**src/rtl/mlp_pkg.sv**
```systemverilog
// Shared constants, state encoding and width helper
// for the two-layer MLP sequencer.
package mlp_pkg;

   localparam int MLP_N_IN  = 8;
   localparam int MLP_N_HID = 200;
   localparam int MLP_N_OUT = 10;
   localparam int MLP_WA_W  = 11;

   function automatic int idx_w(input int n);
      return (n > 1) ? $clog2(n) : 1;
   endfunction

   localparam int MLP_IN_W  = idx_w(MLP_N_IN);
   localparam int MLP_HID_W = idx_w(MLP_N_HID);
   localparam int MLP_OUT_W = idx_w(MLP_N_OUT);

   typedef enum logic [2:0] {
      S_IDLE,
      S_L1_MAC,
      S_L1_WB,
      S_L2_MAC,
      S_L2_WB,
      S_DONE
   } state_t;

endpackage

```
**src/rtl/mlp_wrap_cnt.sv**
```systemverilog
// Modulo-MAX index counter; wraps on the last
// compare, never by overflow.
import mlp_pkg::*;

module mlp_wrap_cnt #(
   parameter int MAX = 8,
   parameter int W   = idx_w(MAX)
) (
   input  logic         clk,
   input  logic         rst,
   input  logic         en,
   input  logic         clr,
   output logic [W-1:0] q,
   output logic         last
);

   assign last = (q == W'(MAX - 1));

   always_ff @(posedge clk) begin
      if (!rst) begin
         q <= '0;
      end else if (clr) begin
         q <= '0;
      end else if (en) begin
         q <= last ? '0 : q + W'(1);
      end
   end

endmodule

```
**src/rtl/mlp_layer_seq.sv**
```systemverilog
// Start/busy/done sequencer driving weight and
// buffer addressing for one two-layer MLP inference.
import mlp_pkg::*;

module mlp_layer_seq #(
   parameter int N_IN  = MLP_N_IN,
   parameter int N_HID = MLP_N_HID,
   parameter int N_OUT = MLP_N_OUT,
   parameter int WA_W  = MLP_WA_W,
   localparam int IN_W  = idx_w(N_IN),
   localparam int HID_W = idx_w(N_HID),
   localparam int OUT_W = idx_w(N_OUT)
) (
   input  logic             clk,
   input  logic             rst,
   input  logic             start,
   input  logic             abort,
   input  logic             stall,
   output logic             busy,
   output logic             done,
   output logic             phase,
   output logic [WA_W-1:0]  w_addr,
   output logic [IN_W-1:0]  in_idx,
   output logic [HID_W-1:0] hid_idx,
   output logic [OUT_W-1:0] out_idx,
   output logic             acc_clr,
   output logic             acc_en,
   output logic             hid_we,
   output logic             out_we
);

   state_t st;

   logic i_last, h_last, o_last;
   logic live, kill, go, cnt_clr;
   logic i_en, h_en, o_en;
   logic mac;

   assign live    = (st != S_IDLE);
   assign kill    = abort && live;
   assign go      = live && !stall && !abort;
   assign cnt_clr = kill || (st == S_IDLE) || (st == S_DONE);

   assign i_en = go && (st == S_L1_MAC);
   assign h_en = go && ((st == S_L1_WB) || (st == S_L2_MAC));
   assign o_en = go && (st == S_L2_WB);

   mlp_wrap_cnt #(.MAX(N_IN), .W(IN_W)) u_i (
      .clk  (clk),
      .rst  (rst),
      .en   (i_en),
      .clr  (cnt_clr),
      .q    (in_idx),
      .last (i_last)
   );

   mlp_wrap_cnt #(.MAX(N_HID), .W(HID_W)) u_h (
      .clk  (clk),
      .rst  (rst),
      .en   (h_en),
      .clr  (cnt_clr),
      .q    (hid_idx),
      .last (h_last)
   );

   mlp_wrap_cnt #(.MAX(N_OUT), .W(OUT_W)) u_o (
      .clk  (clk),
      .rst  (rst),
      .en   (o_en),
      .clr  (cnt_clr),
      .q    (out_idx),
      .last (o_last)
   );

   // w_addr walks linearly through each weight matrix
   always_ff @(posedge clk) begin
      if (!rst) begin
         st     <= S_IDLE;
         phase  <= 1'b0;
         w_addr <= '0;
      end else if (kill) begin
         st     <= S_IDLE;
         phase  <= 1'b0;
         w_addr <= '0;
      end else if (!(stall && live)) begin
         unique case (st)
            S_IDLE: begin
               phase  <= 1'b0;
               w_addr <= '0;
               if (start) st <= S_L1_MAC;
            end
            S_L1_MAC: begin
               w_addr <= w_addr + WA_W'(1);
               if (i_last) st <= S_L1_WB;
            end
            S_L1_WB: begin
               if (h_last) begin
                  w_addr <= '0;
                  phase  <= 1'b1;
                  st     <= S_L2_MAC;
               end else begin
                  st <= S_L1_MAC;
               end
            end
            S_L2_MAC: begin
               w_addr <= w_addr + WA_W'(1);
               if (h_last) st <= S_L2_WB;
            end
            S_L2_WB: begin
               st <= o_last ? S_DONE : S_L2_MAC;
            end
            S_DONE: begin
               phase  <= 1'b0;
               w_addr <= '0;
               st     <= S_IDLE;
            end
            default: begin
               phase  <= 1'b0;
               w_addr <= '0;
               st     <= S_IDLE;
            end
         endcase
      end
   end

   assign mac  = (st == S_L1_MAC) || (st == S_L2_MAC);
   assign busy = live;
   assign done = (st == S_DONE);

   // strobes drop in any stalled cycle; done stays up
   assign acc_en  = mac && !stall;
   assign acc_clr = acc_en &&
                    ((st == S_L1_MAC) ? (in_idx == '0)
                                      : (hid_idx == '0));
   assign hid_we  = (st == S_L1_WB) && !stall;
   assign out_we  = (st == S_L2_WB) && !stall;

endmodule
```
**config.mk**
```make
export PLATFORM = sky130hd
export DESIGN_NAME = mlp_layer_seq
export DESIGN_NICKNAME = d
export VERILOG_FILES = /design/src/rtl/mlp_pkg.sv /design/src/rtl/mlp_wrap_cnt.sv /design/src/rtl/mlp_layer_seq.sv
export SDC_FILE = /design/constraint.sdc
export NUM_CORES = 1
export LEC_CHECK = 0
export ABC_CLOCK_PERIOD_IN_PS = 2950
export BUFFER_PORTS_ARGS = -buffer_cell sky130_fd_sc_hd__buf_4
export CAP_MARGIN = 20
export CORE_MARGIN = 1
export CORE_UTILIZATION = 57
export DETAILED_ROUTE_END_ITERATION = 10
export PLACE_DENSITY = 0.87
export SLEW_MARGIN = 10
export SYNTH_ARGS = -nofsm -noshare
export SYNTH_HDL_FRONTEND = slang
export SYNTH_SLANG_ARGS = --single-unit
```
**constraint.sdc**
```tcl
create_clock -name clk -period 2.95 [get_ports clk]
set_clock_uncertainty 0.2 [all_clocks]
set_input_delay 0.1475 -clock clk [delete_from_list [all_inputs] [get_ports clk]]
set_output_delay 0.1475 -clock clk [all_outputs]
set_load 0.1 [all_outputs]
```
==> flow_metrics.env <==
export IMPL_outcome="complete, no violations"
export IMPL_firstDrtPassIters=4
export IMPL_die_x_um=56.4
export IMPL_grt_pass1_vias=1368
export IMPL_diodes=0
export IMPL_cap_violations=0
export IMPL_holdCritPathClass="in -> reg"
export IMPL_synth_cell_types=43
export IMPL_ys_warn_count=0
export IMPL_synth_top_cell_by_area="dfxtp_1"
export IMPL_cts_tree="yes"
export IMPL_power_density_nw_per_um2=536
export IMPL_tightest_slew_ps=568
export IMPL_synthFlopType="dfxtp_1"
export IMPL_setup_viol=0
export IMPL_wl_per_cell_um=13.3
export IMPL_synth_cells=196
export IMPL_drive_above_1_share=0.235
export IMPL_viasPerCell=5.90
export IMPL_drc_errors=0
export IMPL_max_stage_delay_ps=590
export IMPL_slowest_stage="dfxtp_1"
export IMPL_cts_htree_levels=2
export IMPL_cts_sinks=30
export IMPL_finalHoldViolCount=0
export IMPL_placedCellCount=260
export IMPL_rsz0062_at_grt="false"
export IMPL_syn2layout_area_growth_pct=21.3
export IMPL_vdd_drop_max_mv=0.421
export IMPL_drtIter0Drc=54
export IMPL_finish_utilization=0.736
export IMPL_cp_num_cells=3
export IMPL_die_h_um=56.4
export IMPL_gr_total_overflow=0
export IMPL_start_kind="flip-flop"
export IMPL_clockBufferDepth=2
export IMPL_final_common_cell="buf_4"
export IMPL_gr_usage_all_layers=0.237
export IMPL_gp_congestion=0.772
export IMPL_grt_max_degree=17
export IMPL_cts_resized=0
export IMPL_antenna_found_initial=0
export IMPL_fin_nets=248
export IMPL_report_final_slew_viol_count=0
export IMPL_cts_root_buffer="clkbuf_4"
export IMPL_hold_buffers=1
export IMPL_criticalPathCategory="reg -> out"
export IMPL_ys_seq_area_frac=0.356
export IMPL_initial_core_util=0.607
export IMPL_most_common_layout_cells="40 x buf_4, 30 x dfxtp_1, 22 x nor2_1, 17 x a21oi_1, 12 x nand2_1"
export IMPL_fill_cells=219
export IMPL_grt_pass1_wl_mm=5.96
export IMPL_ys_seq_elements=30
export IMPL_relSlewSlack=0.620
export IMPL_end_kind="output port"
export IMPL_holdPathStages=4
export IMPL_io_pins=38
export IMPL_synth_top_area_frac=0.356
export IMPL_reg2reg_depth=6
export IMPL_path_clk_slew_ps=90
export IMPL_drt_total_wl_mm=3.57
export IMPL_cts_setup_buffers=0
export IMPL_fmax_mhz=450
export IMPL_cp_top_family="simple AND/OR/NAND/NOR gates"
export IMPL_avgSynthCellArea_um2=8.62
export IMPL_total_power_uw=1100
export IMPL_synth_area_leaders="dfxtp_1 36%, a21oi_1 5.0%, nor2_1 4.9%, xor2_1 4.7%, ha_1 4.4%"
export IMPL_netlist_area_um2=1690
export IMPL_clock_latency_ps=330
export IMPL_placementRows=19
export IMPL_core_um2=2780
export IMPL_place_hpwl_mm=2.62
export IMPL_finalSetupTns_ps=0
export IMPL_synth_edf_count=0
export IMPL_syn_nets=207
export IMPL_die_area_um2=3180
export IMPL_crit_arrival_ps=1870
export IMPL_path_buf_inv=1
export IMPL_synthArstFlopShare=0
export IMPL_routed_via_count=1586
export IMPL_cp_required_ps=2600
export IMPL_cts_made_buffers=5
export IMPL_place_area_um2=1980
export IMPL_fin_cells=269
export IMPL_antenna_left=0
export IMPL_crit_chain="or3b_2, nor2_1, buf_4"
export IMPL_portBuffers=37
export IMPL_leakage_uw=0.000793
export IMPL_fin_area_um2=2050
export IMPL_min_period_ps=2220
export IMPL_cp_max_fo=13
export IMPL_fin_crit_sh=0.753
Yosys cell counts, drive strengths merged (3+ instances only):
library cell,count
nand3,7
or3b,4
inv,5
ha,6
and3,3
nand4,8
nor3,3
nor2,22
nand2,12
buf,6
xor2,9
or4,8
o21ai,9
mux2i,3
or3,4
o31ai,8
nor2b,7
and2,3
a21oi,18
dfxtp,30
area by class of cell:
type / count / area, um2 / area share
Timing Repair Buffer: 41 / 310 / 0.151
Tap cell: 31 / 38.8 / 0.0189
Multi-Input combinational cell: 154 / 1020 / 0.498
Clock buffer: 7 / 55.1 / 0.0269
Clock inverter: 1 / 5.00 / 0.00244
Inverter: 5 / 18.8 / 0.00916
Sequential cell: 30 / 601 / 0.293
per-stage QoR:
step | setup WS [ps] | hold WS, ps
floorplan | 105 | 102
global placement | 864 | 269
detailed placement | 777 | 274
CTS | 726 | 8.94
global route | 596 | 25.1
finish | 730 | 25.1
report_power, final:
| group | internal (uW) | switching [uW] |
|---|---|---|
| logic | 110 | 293 |
| clock network | 115 | 138 |
| registers | 419 | 23.2 |
path summary, 6_finish.rpt:
kind	to	startpoint	slack, ps
setup reg to reg	w_addr[6]	u_h.q[0]	740
hold / removal	phase	stall	30
hold reg to reg	w_addr[10]	w_addr[10]	290
setup / recovery	out_we	st[2]	730
flip-flops by register name (all words and copies together), names as in the netlist:
signal  cells
phase       1
st          3
u_h.q       8
u_i.q       3
u_o.q       4
w_addr     11
worst register-to-register path, delay by kind of cell (launching register included):
family	cells	cell delay (ps)
AND/OR/NAND/NOR	2	780
buffers and inverters	1	210
AO/OA/AOI/OAI	2	280
flip-flops	1	420
adder cells (fa/ha/maj)	1	250
metal layers:
metal / vias up / routed length (um) / track usage
li1: 805 / - / -
met1: 724 / 1670 / 0.303
met2: 51 / 1660 / 0.382
met3: 6 / 205 / 0.0622
met4: 0 / 42 / 0.0906
met5: - / 0 / 0
logic make-up after synthesis:
| group | synth area share |
|---|---|
| AOI/OAI and AO/OA | 0.167 |
| buffers and inverters | 0.0437 |
| xor gates and xnor gates | 0.0519 |
| adders and majority gates | 0.0444 |
| and+or+nand+nor | 0.320 |
| DFF | 0.356 |
| muxes | 0.0178 |
Note: power is estimated with default switching activity, not from simulation.
